--- src/rtl/reg_file_pkg.sv ---
// Shared constants and types for the 16x16 datapath register file.
package reg_file_pkg;

  localparam int DATA_W   = 16;
  localparam int ADDR_W   = 4;
  localparam int NUM_REGS = 2 ** ADDR_W;

  typedef logic [ADDR_W-1:0] reg_addr_t;
  typedef logic [DATA_W-1:0] reg_data_t;
  typedef reg_data_t [NUM_REGS-1:0] reg_array_t;

  localparam reg_data_t REG_RESET_VAL = '0;

endpackage

--- src/rtl/reg_file_if.sv ---
// Register-file bus: decode addresses, writeback strobe/data, execute operands.
interface reg_file_if;
  import reg_file_pkg::*;

  reg_addr_t src1;
  reg_addr_t src2;
  reg_addr_t dest;
  reg_data_t writeVal;
  logic      writeEn;
  logic      readEn;
  reg_data_t reg1;
  reg_data_t reg2;

  // master = pipeline side driving the file, slave = the register file itself
  modport master (
    output src1, src2, dest, writeVal, writeEn, readEn,
    input  reg1, reg2
  );

  modport slave (
    input  src1, src2, dest, writeVal, writeEn, readEn,
    output reg1, reg2
  );

endinterface

--- src/rtl/reg_file_rd_port.sv ---
// One registered read port: address mux, optional write-first bypass, readEn-gated output flop.
// Build option: define REG_FILE_BYPASS_EN for write-first same-cycle reads.
module reg_file_rd_port
  import reg_file_pkg::*;
(
  input  logic       clk,
  input  logic       rst,
  input  reg_array_t mem,
  input  reg_addr_t  src,
  input  reg_addr_t  dest,
  input  reg_data_t  writeVal,
  input  logic       writeEn,
  input  logic       readEn,
  output reg_data_t  rd_data
);

`ifdef REG_FILE_BYPASS_EN
  localparam bit BYPASS = 1'b1;
`else
  localparam bit BYPASS = 1'b0;
`endif

  logic      hit;
  reg_data_t rd_next;

  always_comb begin
    // NOTE: every always_comb output gets a default first so no path can infer a latch.
    rd_next = mem[src];
    hit     = BYPASS && writeEn && (dest == src);
    if (hit) rd_next = writeVal;
  end

  always_ff @(posedge clk or posedge rst) begin
    if (rst)         rd_data <= REG_RESET_VAL;
    else if (readEn) rd_data <= rd_next;
  end

endmodule

--- src/rtl/reg_file.sv ---
// 16x16 register file, one write port and two registered read ports.
// Build option: define REG_FILE_BYPASS_EN for write-first same-cycle reads.
module reg_file
  import reg_file_pkg::*;
(
  input logic        clk,
  input logic        rst,
  reg_file_if.slave  bus
);

  reg_array_t mem;

  // NOTE: the array is reset because software relies on all registers starting at zero;
  // this keeps it in flops rather than a RAM macro, which has no reset.
  always_ff @(posedge clk or posedge rst) begin
    if (rst) begin
      mem <= {NUM_REGS{REG_RESET_VAL}};
    end else if (bus.writeEn) begin
      // NOTE: state is updated with <= so both read ports still see the pre-edge array.
      mem[bus.dest] <= bus.writeVal;
    end
  end

  reg_file_rd_port u_rd1 (
    .clk      (clk),
    .rst      (rst),
    .mem      (mem),
    .src      (bus.src1),
    .dest     (bus.dest),
    .writeVal (bus.writeVal),
    .writeEn  (bus.writeEn),
    .readEn   (bus.readEn),
    .rd_data  (bus.reg1)
  );

  reg_file_rd_port u_rd2 (
    .clk      (clk),
    .rst      (rst),
    .mem      (mem),
    .src      (bus.src2),
    .dest     (bus.dest),
    .writeVal (bus.writeVal),
    .writeEn  (bus.writeEn),
    .readEn   (bus.readEn),
    .rd_data  (bus.reg2)
  );

endmodule

--- src/flat_wrapper.sv ---
// flat-port wrapper written by rule: the top's interface ports become plain ports
module reg_file_flat import reg_file_pkg::*;
  (clk, rst, bus_src1, bus_src2, bus_dest, bus_writeVal, bus_writeEn, bus_readEn, bus_reg1, bus_reg2);
  reg_file_if bus_i ();
  input logic clk;
  input logic rst;
  input wire logic [$bits(bus_i.src1)-1:0] bus_src1;
  input wire logic [$bits(bus_i.src2)-1:0] bus_src2;
  input wire logic [$bits(bus_i.dest)-1:0] bus_dest;
  input wire logic [$bits(bus_i.writeVal)-1:0] bus_writeVal;
  input wire logic [$bits(bus_i.writeEn)-1:0] bus_writeEn;
  input wire logic [$bits(bus_i.readEn)-1:0] bus_readEn;
  output wire logic [$bits(bus_i.reg1)-1:0] bus_reg1;
  output wire logic [$bits(bus_i.reg2)-1:0] bus_reg2;
  assign bus_i.src1 = bus_src1;
  assign bus_i.src2 = bus_src2;
  assign bus_i.dest = bus_dest;
  assign bus_i.writeVal = bus_writeVal;
  assign bus_i.writeEn = bus_writeEn;
  assign bus_i.readEn = bus_readEn;
  assign bus_reg1 = bus_i.reg1;
  assign bus_reg2 = bus_i.reg2;
  reg_file u_core (.clk(clk), .rst(rst), .bus(bus_i));
endmodule
--- config.mk ---
export PLATFORM = sky130hd
export DESIGN_NAME = reg_file_flat
export DESIGN_NICKNAME = d
export VERILOG_FILES = /design/src/rtl/reg_file_pkg.sv /design/src/rtl/reg_file_if.sv /design/src/rtl/reg_file_rd_port.sv /design/src/rtl/reg_file.sv /design/src/flat_wrapper.sv
export SDC_FILE = /design/constraint.sdc
export NUM_CORES = 1
export LEC_CHECK = 0
export CAP_MARGIN = 20
export CORE_ASPECT_RATIO = 0.6
export CORE_UTILIZATION = 30
export DETAILED_ROUTE_END_ITERATION = 10
export GPL_TIMING_DRIVEN = 0
export PLACE_DENSITY = 0.55
export RECOVER_POWER = 100
export SYNTH_ARGS = -nofsm -noshare
export SYNTH_HDL_FRONTEND = slang
export SYNTH_SLANG_ARGS = --single-unit
--- constraint.sdc ---
create_clock -name clk -period 23.7 [get_ports clk]
set_input_delay 5.925 -clock clk [delete_from_list [all_inputs] [get_ports clk]]
set_output_delay 5.925 -clock clk [all_outputs]
set_load 0.01 [all_outputs]
==> impl_metrics.yaml, run 1 <==
global_route:
  grt_start_max_net_pins: 91
  antenna_found_initial: 1
  grtUsageTotal_pct: 17.96
  overflow: 0
  grt_pass1_vias: 9310
  grt_pass1_wl_um: 65810
routing:
  drt_iter0_drc: 804
  wl_per_cell_um: 26.32
  firstDrtPassIters: 5
  drc: 0
  via_per_inst: 5.392
  routed_wl_um: 44030
  vias: 9021
  postRouteAntennaNets: 0
timing:
  tightest_slew_ns: 4.999
  min_period_over_period_pct: 51.04
  holdWs_ns: 0.5132
  hold_viol: 0
  fin_skew_ns: 0.01542
  drv_slew: 244
  period_minus_slack_ns: 12.10
  slew_headroom_pct: -233.3
  rsz0062_at_grt: "no"
  clock.fmax_ghz: 0.08268
  setup_viol: 0
  final.setup.tns_ns: 0
floorplanning:
  die_y_um: 174.3
  initial_core_util_pct: 30.71
  io_pins: 64
  die_area_sq_um: 50400
  rows: 62
  core-area_sq_um: 48330
  die_w_um: 289.2
logic_synthesis:
  synth_area_sq_um: 14840
  yosysTopAreaCell: "dfrtp_1"
  syn_inst: 922
  synthTopCellsByArea: "dfrtp_1 49%, mux4_2 19%, mux2_2 18%, mux2i_1 2.2%, mux2_4 2.0%"
  ys_ff_latch: 288
  async_reset_ff_share_pct: 100.0
  synth.avg_cell_area_sq_um: 16.10
  ys_seq_area_share_pct: 48.56
  synth_nets: 954
  synth_top_area_share_pct: 48.56
  synth-main-ff-cell: "dfrtp_1"
  yosys_warnings: 0
  synth_edf_count: 0
  ys_types: 34
setup_path:
  crit_family: "buffers and inverters"
  max_stage_delay_ns: 3.59
  r2r_cells: 3
  cp-start-kind: "input pin"
  path_cells: "dlygate4sd3_1 > clkinvlp_2 > clkbuf_1"
  critPathArrivalTime_ns: 11.58
  cp.depth: 3
  critPathCaptureType: "async pin"
  cp_max_fo: 90
  crit_slowest_cell: "clkbuf_1"
  worstPathRequired_ns: 23.18
  path_buf_inv: 3
  worstSetupPathType: "in2async"
cts:
  clockRootBuffer: "clkbuf_16"
  cts_setup_buffers: 0
  cts_tree: "built"
  clockBufferDepth: 3
  cts_max_level: 1
  cts_hold_buffers: 0
  postCtsResizedCells: 0
  clkTransAtPathRegs_ns: 0.07
  clk_latency_ns: 0.58
  clock_sinks: 288
  cts_buffers: 30
place:
  gp_congestion: 0.8679
  hpwlAfterDp_um: 31250
  post-place-cells: 1617
  io_buffer_count: 52
pwr:
  finalPower_mw: 1.565
  power_density_nw_per_um2: 91.33
  leakage_nw: 6.927
  ir_drop_uv: 55.15
final_layout:
  drive_gt1_share_pct: 45.25
  area_growth_pct: 15.44
  final_cell_mix: "288 x dfrtp_1, 230 x mux2_2, 128 x mux4_2"
  fin_util_pct: 35.45
  final_common_cell: "dfrtp_1"
  layout.nets: 1041
  fin_cells: 1673
flow_run:
  maxCapViolations: 7
outcome:
  violations: "max-capacitance violations, max-slew violations"
  outcome: "complete, but fails checks"
hold_path:
  holdPathStages: 1
  min-delay-path-class: "reg2reg"
-- kinds of logic after synthesis --
group / count (synthesis) / synth area share [%]
AOI/OAI and AO/OA: 64 / 3.237
buffers and inverters: 91 / 3.987
DFF: 288 / 48.56
muxes: 416 / 41.51
and+or+nand+nor: 63 / 2.706
-- area by class of cell --
| type | count | area (sq um) |
|---|---|---|
| diodes | 1 | 2.502 |
| plain buffers | 90 | 540.5 |
| clock buffers | 40 | 869.6 |
| clock inverters | 15 | 240.2 |
| fillers | 4616 | 31190 |
| inverters | 1 | 5.005 |
| multi-input cells | 543 | 6913 |
| flip-flops and latches | 288 | 7207 |
| well taps | 640 | 800.8 |
| repair buffers | 55 | 555.5 |
-- path summary, 6_finish.rpt --
check,start,end,slack (ns)
max in group clk,bus_writeEn,u_core.mem[2],15.06
setup reg to reg,u_core.mem[100],u_core.u_rd2.rd_data[4],22.06
hold reg to reg,u_core.mem[114],u_core.mem[114],0.51
setup / recovery,rst,u_core.mem[26],11.60
min in group asynchronous,rst,u_core.mem[36],6.47
hold / removal,u_core.mem[114],u_core.mem[114],0.51
-- report_power, final --
part | switching (mW) | total [mW] | internal, mW
Clock | 0.210 | 0.533 | 0.323
Sequential | 0.0823 | 0.687 | 0.605
Combinational | 0.138 | 0.345 | 0.207
-- synthesized netlist by cell type (all sizes together) (2+ instances only) --
| master | number |
|---|---|
| a221oi | 32 |
| and2 | 2 |
| buf | 58 |
| clkbuf | 32 |
| dfrtp | 288 |
| mux2 | 256 |
| mux2i | 32 |
| mux4 | 128 |
| nand2 | 2 |
| nand2b | 4 |
| nand3 | 3 |
| nand4 | 2 |
| nor2 | 37 |
| nor3 | 4 |
| nor4 | 2 |
| o22ai | 32 |
| or2 | 2 |
| or3 | 2 |
-- metal layers --
layer	routed length [um]	GRT usage [%]	share of wire [%]
met1	22540	28.95	51
met3	2868	4.186	6.5
met2	17880	24.20	41
met4	746	3.026	1.7
met5	0	0.2885	0
-- worst reg2reg max path: cells and delay by family (launching register included) --
kind	cells	cell delay [ns]
AO/OA/AOI/OAI	2	0.61
flip-flops	1	0.39
multiplexers	1	0.49
-- through the flow --
step | worst slack (ns) | cell area (sq um)
2_1_floorplan | 9.826 | 14840
3_3_place_gp | 5.800 | 16160
3_5_place_dp | 15.40 | 16250
4_1_cts | 15.97 | 17360
5_1_grt | 10.25 | 17130
6_report | 11.60 | 17130
-- state kept, by name, indices dropped and copies added, names as in the netlist --
name                  flops
u_core.u_rd1.rd_data     16
u_core.mem              256
u_core.u_rd2.rd_data     16
(Power assumes the default switching activity.)
==> run 2: changes to the inputs <==
--- a/config.mk
+++ b/config.mk
@@ -10,7 +10,7 @@
 export CORE_UTILIZATION = 30
 export DETAILED_ROUTE_END_ITERATION = 10
 export GPL_TIMING_DRIVEN = 0
-export PLACE_DENSITY = 0.55
+export PLACE_DENSITY = 0.57
 export RECOVER_POWER = 100
 export SYNTH_ARGS = -nofsm -noshare
 export SYNTH_HDL_FRONTEND = slang
==> constraint.sdc (replaced) <==
create_clock -name clk -period 10.3 [get_ports clk]
set_input_delay 2.575 -clock clk [delete_from_list [all_inputs] [get_ports clk]]
set_output_delay 2.575 -clock clk [all_outputs]
set_load 0.01 [all_outputs]
==> impl_metrics.yaml, run 2 (same netlist as run 1, synthesis figures left out) <==
final_layout:
  top_regs: "u_core.mem: 256 flops, u_core.u_rd1.rd_data: 16 flops, u_core.u_rd2.rd_data: 16 flops"
  largest_register_ffs: 256
  drive_gt1_share_pct: 44.73
  layout.nets: 1046
  multi_input_area_sq_um: 6912
  seq_area_sq_um: 7207
  final_cell_mix: "288 x dfrtp_1, 232 x mux2_2, 128 x mux4_2"
  nFillCells: 4574
  area_growth_pct: 15.40
  largest_register: "u_core.mem"
  final_common_cell: "dfrtp_1"
cts:
  postCtsResizedCells: 0
  cts_max_level: 1
  cts_buffers: 30
  clockRootBuffer: "clkbuf_16"
  cts_setup_buffers: 0
  cts_hold_buffers: 0
  clkTransAtPathRegs_ns: 0.06
  clk_latency_ns: 0.58
  clock_sinks: 288
  clockBufferDepth: 3
  cts_tree: "built"
routing:
  highest_layer: "met4"
  drt_iter0_drc: 755
  wl_met2_um: 18280
  drc: 0
  vias: 9118
  firstDrtPassIters: 5
  postRouteAntennaNets: 0
  met1_length_um: 22090
  wl_per_cell_um: 25.88
  routed_wl_um: 43380
  via_per_inst: 5.440
  dr_wl_met3_um: 2315
global_route:
  grt_pass1_wl_um: 65170
  grtUsageTotal_pct: 17.66
  grt_start_max_net_pins: 42
  grt_pass1_vias: 9247
  antenna_found_initial: 1
  overflow: 0
floorplanning:
  die_w_um: 289.2
  core-area_sq_um: 48330
  initial_core_util_pct: 30.71
  rows: 62
  die_area_sq_um: 50400
  die_y_um: 174.3
  io_pins: 64
pwr:
  ir_drop_uv: 119.6
  leakage_nw: 6.930
  finalPower_mw: 3.541
  power_density_nw_per_um2: 206.8
place:
  gp_congestion: 0.8382
  io_buffer_count: 52
  hpwlAfterDp_um: 31390
timing:
  rsz0062_at_grt: "no"
  period_minus_slack_ns: 6.039
  setup_viol: 0
  fin_skew_ns: 0.01696
  clock.fmax_ghz: 0.1656
  drv_slew: 121
  hold_viol: 0
  min_period_over_period_pct: 58.64
  slew_headroom_pct: -52.72
  final.setup.tns_ns: 0
  tightest_slew_ns: 2.291
setup_path:
  crit_slowest_cell: "clkbuf_1"
  crit_family: "buffers and inverters"
  cp_max_fo: 40
  cp-start-kind: "input pin"
  path_buf_inv: 6
  worstSetupPathType: "in2async"
  path_cells: "dlygate4sd3_1 > clkinvlp_2 > clkbuf_1 > clkbuf_1 > buf_12 > buf_12"
  max_stage_delay_ns: 1.31
  critPathArrivalTime_ns: 6.80
  worstPathRequired_ns: 11.06
  critPathCaptureType: "async pin"
outcome:
  violations: "max-capacitance violations, max-slew violations"
  outcome: "complete, but fails checks"
flow_run:
  maxCapViolations: 6
hold_path:
  min-delay-path-class: "reg2reg"
==> run 2: final timing paths <==
kind,startpoint,endpoint,slack (ns),cells after the start
worst max-delay path,rst,u_core.mem[91],4.26,6
worst min-delay path,u_core.mem[82],u_core.mem[82],0.52,1
worst max register to register,u_core.mem[104],u_core.u_rd2.rd_data[8],8.75,3
worst min register to register,u_core.mem[82],u_core.mem[82],0.52,1
max in group clk,bus_src1[2],u_core.u_rd1.rd_data[10],4.93,6
min in group asynchronous,rst,u_core.mem[37],2.51,2
==> run 2: layout make-up <==
type | instances | share of cell area (%)
clock buffers | 45 | 5.304
diodes | 1 | 0.01461
clock inverters | 8 | 0.8182
plain buffers | 90 | 3.039
well taps | 640 | 4.675
repair buffers | 60 | 3.689
multi-input cells | 543 | 40.35
inverters | 1 | 0.02922
flip-flops and latches | 288 | 42.08
==> run 2: per-layer routing <==
metal	GRT usage, %	up-vias
li1	-	3801
met5	0	-
met4	2.873	0
met3	3.084	42
met2	24.06	253
met1	28.96	5022
==> run 2: through the flow <==
step | utilization (%) | cell area, sq um | std cells | setup WS, ns | hold slack [ns]
floorplan | - | 14850 | 922 | 3.906 | 0.4712
global placement | 33.45 | 16170 | 1614 | 1.631 | 0.4865
detailed placement | 33.78 | 16330 | 1622 | 5.453 | 0.4971
CTS | 35.95 | 17380 | 1675 | 6.054 | 0.5115
global route | 35.43 | 17130 | 1675 | 3.589 | 0.5263
finish | 35.44 | 17130 | 1676 | 4.261 | 0.5153
==> run 2: power breakdown <==
group	leakage, nW	total (mW)	internal [mW]	switching, mW
combinational	2.90	0.793	0.478	0.315
sequential	3.51	1.58	1.39	0.192
clock	0.519	1.16	0.703	0.461
==> run 3: changes to the inputs <==
==> constraint.sdc (replaced) <==
create_clock -name clk -period 5.4 [get_ports clk]
set_input_delay 1.35 -clock clk [delete_from_list [all_inputs] [get_ports clk]]
set_output_delay 1.35 -clock clk [all_outputs]
set_load 0.01 [all_outputs]
==> impl_metrics.yaml, run 3 (same netlist as run 1, synthesis figures left out) <==
routing:
  highest_layer: "met4"
  wl_per_cell_um: 25.85
  postRouteAntennaNets: 0
  vias: 9066
  routed_wl_um: 43300
  via_per_inst: 5.413
  drt_iter0_drc: 699
  drc: 0
  wl_met2_um: 18220
  dr_wl_met3_um: 2433
  firstDrtPassIters: 4
  met1_length_um: 21950
setup_path:
  crit_start: "bus_src1[2]"
  cp.depth: 6
  worstSetupEndpoint: "u_core.u_rd1.rd_data[11]"
  cp_max_fo: 10
  critPathArrivalTime_ns: 4.55
  path_buf_inv: 3
  crit-reg2reg-launch: "u_core.mem[230]"
  worstSetupPathType: "in2reg"
  max_stage_delay_ns: 0.87
  worst_path_most_repeated_cell: "clkbuf_1"
  r2r_cells: 3
  worstPathRequired_ns: 5.82
  rrSetupSlack_ns: 3.85
  timing.rr.end: "u_core.u_rd2.rd_data[6]"
  path_cells: "clkbuf_1 > clkbuf_1 > clkbuf_1 > mux4_2 > o22ai_1 > a221oi_1"
  cp-start-kind: "input pin"
  crit_slowest_cell: "clkbuf_1"
  critPathCaptureType: "flop"
  crit_family: "buffers and inverters"
pwr:
  p_comb_share_pct: 22.4
  switching_share_pct: 27.27
  ir_drop_uv: 226.3
  power_density_nw_per_um2: 393.6
  intPower_mw: 4.912
  seqPwrFrac_pct: 44.8
  finalPower_mw: 6.753
  p_clk_share_pct: 32.8
  leakage_nw: 6.946
  p_switching_mw: 1.841
final_layout:
  drive_gt1_share_pct: 44.93
  final_cell_mix: "288 x dfrtp_1, 232 x mux2_2, 128 x mux4_2"
  layout.nets: 1046
  largest_register: "u_core.mem"
  multi_input_area_sq_um: 6912
  area_growth_pct: 15.60
  top_regs: "u_core.mem: 256 flops, u_core.u_rd1.rd_data: 16 flops, u_core.u_rd2.rd_data: 16 flops"
  fin_util_pct: 35.50
  final_common_cell: "dfrtp_1"
  seq_area_sq_um: 7207
  largest_register_ffs: 256
  nFillCells: 4572
  design_area_sq_um: 17160
  n_antenna_cell: 0
floorplanning:
  die_area_sq_um: 50400
  core-area_sq_um: 48330
  die_y_um: 174.3
  die_w_um: 289.2
  rows: 62
  initial_core_util_pct: 30.71
  io_pins: 64
cts:
  clockRootBuffer: "clkbuf_16"
  cts_setup_buffers: 0
  cts_max_level: 1
  clockBufferDepth: 3
  clkTransAtPathRegs_ns: 0.06
  postCtsResizedCells: 0
  clock_sinks: 288
  cts_buffers: 30
  clk_latency_ns: 0.57
  cts_tree: "built"
  cts_hold_buffers: 0
global_route:
  grt_pass1_vias: 9247
  antenna_found_initial: 1
  overflow: 0
  grtUsageTotal_pct: 17.66
  grt_pass1_wl_um: 65170
  grt_start_max_net_pins: 42
timing:
  tightest_slew_ns: 1.892
  slew_headroom_pct: -27.26
  min_period_over_period_pct: 76.48
  clock.fmax_ghz: 0.2421
  hold_viol: 0
  drv_slew: 48
  holdWs_ns: 0.5130
  period_minus_slack_ns: 4.130
  fin_skew_ns: 0.01606
  rsz0062_at_grt: "no"
  setup_viol: 0
place:
  dpl_cell_area_sq_um: 16330
  gp_congestion: 0.8382
  hpwlAfterDp_um: 31390
  io_buffer_count: 52
outcome:
  outcome: "complete, but fails checks"
  violations: "max-capacitance violations, max-slew violations"
hold_path:
  min-delay-path-class: "reg2reg"
  holdPathStages: 1
flow_run:
  maxCapViolations: 4
## run 3: how the worst min path moves through the flow
stage,from,to
2_1_floorplan,u_core.mem[0],u_core.mem[0]
3_3_place_gp,u_core.mem[132],u_core.mem[132]
3_5_place_dp,u_core.mem[132],u_core.mem[132]
4_1_cts,u_core.mem[132],u_core.mem[132]
5_1_grt,u_core.mem[132],u_core.mem[132]
6_report,u_core.mem[132],u_core.mem[132]
## run 3: area by class of cell
type	count	share of cell area (%)
buffer	90	3.034
clock buffer	45	5.294
tap	640	4.667
timing repair buffer	60	3.872
multi-input combinational	543	40.28
clock inverter	8	0.8167
inverter	1	0.02917
sequential	288	42.00
## run 3: power by group through the flow
stage | registers [mW] | clock network, mW | logic (mW)
6_report | 3.02 | 2.22 | 1.52
5_1_grt | 3.09 | 2.36 | 1.62
4_1_cts | 3.02 | 2.27 | 1.56
3_5_place_dp | 3.05 | 0 | 1.56
3_3_place_gp | 3.03 | 0 | 1.51
2_1_floorplan | 2.94 | 0 | 1.12
## run 3: metal layers
layer	global-route usage (%)	up-vias
met4	2.873	0
met2	24.06	255
li1	-	3800
met1	28.96	4968
met5	0	-
met3	3.084	43
## run 3: per-stage QoR
stage          setup TNS, ns  setup WS, ns  instances
3_3_place_gp         -574.12        -2.044       1614
3_5_place_dp               0         1.778       1622
6_report                   0         1.270       1675
4_1_cts                    0         2.379       1675
5_1_grt                    0         1.122       1675
2_1_floorplan              0        0.2308        922
